===== src/rtl/micro_ram_arbiter.sv =====
// micro_ram_arbiter: round-robin arbiter letting NUM_PORTS requesters share one single-port RAM.
// Optional per-port bus lock (atomic read-modify-write) is built only when MICRO_ARB_LOCK_EN is defined.
module micro_ram_arbiter #(
  parameter int NUM_PORTS   = 2,
  parameter int ADDR_WIDTH  = 8,
  parameter int DATA_WIDTH  = 8,
  parameter int WAIT_STATES = 0,
  parameter int GRANT_W     = $clog2(NUM_PORTS)
) (
  input  logic                            clk,
  input  logic                            arst_n,
  input  logic [NUM_PORTS-1:0]            req,
  input  logic [NUM_PORTS-1:0]            we,
  input  logic [NUM_PORTS*ADDR_WIDTH-1:0] addr,
  input  logic [NUM_PORTS*DATA_WIDTH-1:0] wdata,
  input  logic [NUM_PORTS-1:0]            lock,
  output logic [NUM_PORTS-1:0]            ack,
  output logic [DATA_WIDTH-1:0]           rdata,
  output logic [ADDR_WIDTH-1:0]           ram_addr,
  output logic                            ram_wr_en,
  output logic [DATA_WIDTH-1:0]           ram_data_wr,
  input  logic [DATA_WIDTH-1:0]           ram_data_rd,
  output logic                            busy,
  output logic [GRANT_W-1:0]              owner
);

  typedef enum logic [1:0] {
    IDLE,
    ACCESS,
    RESP
  } state_e;

  localparam logic [3:0] WAIT_INIT = 4'(WAIT_STATES);

  state_e                 state_q;
  logic [NUM_PORTS-1:0]   ack_q;
  logic [DATA_WIDTH-1:0]  rdata_q;
  logic [ADDR_WIDTH-1:0]  ram_addr_q;
  logic                   ram_wr_en_q;
  logic [DATA_WIDTH-1:0]  ram_data_wr_q;
  logic                   busy_q;
  logic [GRANT_W-1:0]     owner_q;
  logic [GRANT_W-1:0]     ptr_q;
  logic [3:0]             cnt_q;
  logic                   we_q;

  logic [GRANT_W-1:0]     cand;
  logic [GRANT_W-1:0]     win_d;
  logic                   win_vld_d;
  logic                   sel_we_d;
  logic [ADDR_WIDTH-1:0]  sel_addr_d;
  logic [DATA_WIDTH-1:0]  sel_wdata_d;

`ifdef MICRO_ARB_LOCK_EN
  logic                   locked_q;
`else
  logic                   unused_lock;
  assign unused_lock = ^lock;
`endif

  // Search downward so the last hit is the closest port after the pointer.
  always_comb begin
    cand      = '0;
    win_d     = '0;
    win_vld_d = 1'b0;
    for (int i = NUM_PORTS; i >= 1; i--) begin
      cand = GRANT_W'((int'(ptr_q) + i) % NUM_PORTS);
      if (req[cand]) begin
        win_d     = cand;
        win_vld_d = 1'b1;
      end
    end
`ifdef MICRO_ARB_LOCK_EN
    if (locked_q && req[owner_q]) begin
      win_d     = owner_q;
      win_vld_d = 1'b1;
    end
`endif
  end

  always_comb begin
    sel_we_d    = 1'b0;
    sel_addr_d  = '0;
    sel_wdata_d = '0;
    for (int i = 0; i < NUM_PORTS; i++) begin
      if (GRANT_W'(i) == win_d) begin
        sel_we_d    = we[i];
        sel_addr_d  = addr[i*ADDR_WIDTH +: ADDR_WIDTH];
        sel_wdata_d = wdata[i*DATA_WIDTH +: DATA_WIDTH];
      end
    end
  end

  always_ff @(posedge clk) begin
    if (!arst_n) begin
      state_q       <= IDLE;
      ack_q         <= '0;
      rdata_q       <= '0;
      ram_addr_q    <= '0;
      ram_wr_en_q   <= 1'b0;
      ram_data_wr_q <= '0;
      busy_q        <= 1'b0;
      owner_q       <= '0;
      ptr_q         <= GRANT_W'(NUM_PORTS - 1);
      cnt_q         <= '0;
      we_q          <= 1'b0;
`ifdef MICRO_ARB_LOCK_EN
      locked_q      <= 1'b0;
`endif
    end else begin
      case (state_q)
        IDLE: begin
          ack_q <= '0;
`ifdef MICRO_ARB_LOCK_EN
          if (locked_q && !req[owner_q]) locked_q <= 1'b0;
`endif
          if (win_vld_d) begin
            owner_q       <= win_d;
            ram_addr_q    <= sel_addr_d;
            ram_data_wr_q <= sel_wdata_d;
            we_q          <= sel_we_d;
            cnt_q         <= WAIT_INIT;
            busy_q        <= 1'b1;
            // With no wait states the grant cycle's successor is already the strobe cycle.
            ram_wr_en_q   <= (WAIT_INIT == 4'd0) && sel_we_d;
            state_q       <= ACCESS;
          end
        end
        ACCESS: begin
          if (cnt_q == 4'd0) begin
            ram_wr_en_q <= 1'b0;
            if (!we_q) rdata_q <= ram_data_rd;
            ack_q       <= NUM_PORTS'(1) << owner_q;
            state_q     <= RESP;
          end else begin
            cnt_q       <= cnt_q - 4'd1;
            ram_wr_en_q <= (cnt_q == 4'd1) && we_q;
          end
        end
        RESP: begin
          ack_q   <= '0;
          busy_q  <= 1'b0;
          state_q <= IDLE;
`ifdef MICRO_ARB_LOCK_EN
          if (lock[owner_q]) begin
            locked_q <= 1'b1;
          end else begin
            locked_q <= 1'b0;
            ptr_q    <= owner_q;
          end
`else
          ptr_q   <= owner_q;
`endif
        end
        default: state_q <= IDLE;
      endcase
    end
  end

  assign ack         = ack_q;
  assign rdata       = rdata_q;
  assign ram_addr    = ram_addr_q;
  assign ram_wr_en   = ram_wr_en_q;
  assign ram_data_wr = ram_data_wr_q;
  assign busy        = busy_q;
  assign owner       = owner_q;

endmodule


===== config.mk =====
export PLATFORM = sky130hd
export DESIGN_NAME = micro_ram_arbiter
export DESIGN_NICKNAME = d
export VERILOG_FILES = /design/src/rtl/micro_ram_arbiter.sv
export SDC_FILE = /design/constraint.sdc
export NUM_CORES = 1
export LEC_CHECK = 0
export BUFFER_PORTS_ARGS = -buffer_cell sky130_fd_sc_hd__buf_2
export CAP_MARGIN = 15
export CORE_MARGIN = 1
export CORE_UTILIZATION = 41
export CTS_CLUSTER_DIAMETER = 60
export DETAILED_ROUTE_END_ITERATION = 6
export PLACE_DENSITY = 0.73
export SLEW_MARGIN = 30
export SYNTH_ARGS = -nofsm -noshare
export SYNTH_HDL_FRONTEND = slang
export SYNTH_SLANG_ARGS = --single-unit

===== constraint.sdc =====
create_clock -name clk -period 1.4 [get_ports clk]
set_input_delay 0.21 -clock clk [delete_from_list [all_inputs] [get_ports clk]]
set_output_delay 0.21 -clock clk [all_outputs]
set_load 0.02 [all_outputs]

==> results by group <==
Synthesis
  • Cells after synthesis: 158
  • Post-Syn Area per Cell: 10.4 um^2
  • Most used DFF post-synth: dfxtp_1
  • EDFF count, synth: 0
  • Yosys Warn Count: 0
  • Synth Register Bits: 37
  • Area contributors post-synth: dfxtp_1 (45%), mux2i_1 (10%), o2bb2ai_1 (9.1%)
  • Synth cell types: 35
  • Synthesized net count: 208
  • Async S/R FF share, synth: 0
  • Post-synthesis cell type with the largest combined area: dfxtp_1
  • Synthesized area: 1640 um^2
  • Post-synth top area share: 0.451
  • Fraction of the yosys area taken by sequential cells: 0.451

Placement
  • Cell area after placement: 2170 um^2
  • DP HPWL: 2850 um
  • Pre-CTS setup slack: -71.3 ps
  • Placed Cells: 286
  • Final Wtd Congestion: 0.766
  • Buffers on Ports: 74

Timing
  • Slew Limit Headroom: 0.786
  • Worst slew pin tran: 318 ps
  • Final min period: 1430 ps
  • Fin crit share: 1.02
  • Final setup fails: 6
  • Worst Skew: 2.35 ps
  • Final Max Slew Viols: 0
  • Final hold slack: 176 ps
  • Hold Violations, Final: 0
  • Slack of the critical path: -27.3 ps
  • Highest Clock Rate: 701 MHz
  • Final setup TNS: -58.9 ps
  • Unrepaired setup endpoints after global routing: yes

Clock network
  • Inserted Clock Buffers: 5
  • TritonCTS clock tree: built
  • H-Tree Level Count: 2
  • Root buffer cell: clkbuf_8
  • Longest Clk Path Bufs: 2
  • Clk slew on worst S/H paths: 70 ps
  • # hold bufs at CTS: 0
  • CTS sink cnt: 37
  • Worst skew pair latency: 280 ps

Finish
  • Post-Layout Cell Count: 294
  • Core Util, Final: 0.632
  • Final Cell Area: 2370 um^2
  • Share of cells above drive strength 1: 0.508
  • Number of fill cells: 333
  • Area delta synth->final: 44.0%
  • Most frequent cells in the layout: buf_2 (74), dfxtp_1 (35), mux2i_1 (17), o2bb2ai_1 (17), buf_4 (12)
  • Final #Nets: 295
  • Commonest non-fill, non-tap cell in the layout: buf_2
  • Ant. Diodes: 0

Worst setup path
  • Crit Path Max Fanout: 3
  • Worst setup SP type: register
  • Arr. time, crit path: 1650 ps
  • Worst r2r dst: cnt_q[3]
  • Critical path class: reg2reg
  • R2R cell count: 4
  • Reg2Reg Setup Slack: -30 ps
  • CP Data Required Time: 1620 ps
  • CP Capture Type: register
  • Reg-to-reg startpoint: cnt_q[0]

Floorplanning
  • Num rows: 22
  • DIE HEIGHT: 65.3 um
  • Num ports: 77
  • Core area: 3740 um^2
  • Die Area: 4260 um^2
  • Starting Density: 0.439
  • Die X: 65.3 um

Detailed routing
  • Drt pass-1 iters: 4
  • Drc violations: 0
  • Vias: 1532
  • Vias/cell: 5.21
  • Wire per inst: 13.1 um
  • Drt total wl: 3860 um
  • Starting DRT DRC Count: 31
  • Antenna-violating nets left: 0

Min path
  • Hold wc startpoint: ram_data_rd[7]
  • Hold path depth: 3
  • Worst Hold Class: in2reg
  • Min-Delay Endpoint: rdata[7]

Global routing
  • Largest net degree at the start of global routing: 19
  • Initial antenna violation count: 0
  • Gr ovfl total: 0
  • First-pass GRT wire length: 6280 um
  • Vias in the first global route: 1456
  • Total track usage: 0.195

Power
  • Power per cell area: 1060 nW/um^2
  • Leakage: 1.05 nW
  • Power Total: 2.51 mW
  • Peak supply drop: 0.581 mV

Run status
  • Failing checks: setup timing
  • Outcome: complete, but fails checks

Run
  • Maxcap violations: 0
## routing by layer
layer | wire, um | GRT usage | vias up
li1 | - | - | 773
met1 | 1630 | 0.205 | 694
met2 | 1950 | 0.358 | 60
met3 | 225 | 0.0608 | 5
met4 | 56 | 0.0734 | 0
met5 | 0 | 0 | -
## cell type report
type                    instances  area [um^2]  area share
multi-input cells             105          908       0.384
flip-flops and latches         37          743       0.314
repair buffers                 91          534       0.226
clock buffers                   7         96.3      0.0407
well taps                      48         60.1      0.0254
inverters                       5         18.8     0.00793
clock inverters                 1         5.00     0.00212
## registers in the layout, summed over array words and instances (netlist names)
register	flops
owner	1
state_q	2
ram_wr_en	1
we_q	1
ack	2
busy	1
cnt_q	4
ram_data_wr	8
ram_addr	8
ptr_q	1
rdata	8
## worst max-delay path by stage
stage,startpoint,to,slack (ps),cells past startpoint
floorplan,cnt_q[1],ack[0],0.2,6
global placement,cnt_q[1],cnt_q[0],-60,5
detailed placement,cnt_q[0],rdata[0],-70,6
CTS,cnt_q[1],ram_wr_en,-20,7
global route,cnt_q[0],rdata[7],-80,6
finish,cnt_q[0],cnt_q[3],-30,4
## Yosys cell counts, types with 2 or more instances
cell / number
a21boi_1: 12
a21oi_1: 2
buf_2: 4
buf_4: 2
buf_6: 2
clkbuf_1: 3
dfxtp_1: 37
ha_1: 2
inv_1: 5
mux2i_1: 17
nand2_1: 3
nand2b_1: 2
nand3_1: 10
nor3b_2: 2
o211ai_1: 5
o21ai_0: 4
o21ai_1: 8
o2bb2ai_1: 17
or3_1: 2
or3b_1: 2
or4_1: 3
## power by group
part	leakage, nW	switching [mW]	internal [mW]
clock network	0.0542	0.358	0.445
registers	0.305	0.0546	1.14
logic	0.696	0.282	0.238
## logic make-up after synthesis
| family | after synthesis | share of synthesized area |
|---|---|---|
| buffers and inverters | 16 | 0.0533 |
| adder cells (fa/ha/maj) | 2 | 0.0152 |
| multiplexers | 17 | 0.104 |
| flip-flops | 37 | 0.451 |
| AO/OA/AOI/OAI | 55 | 0.254 |
| AND/OR/NAND/NOR | 31 | 0.123 |
## worst max-delay path, stage by stage, from the launching register on
cell,delay (ps)
dfxtp_2,330
buf_6,120
or3_4,380
or4_4,420
a21oi_2,120
## what timing repair did
action,in CTS,in global routing
endpoints found under the setup margin,12,14
pin swaps,12,11
setup buffers,1,0
gates resized for setup,11,13
(Power assumes the default switching activity.)
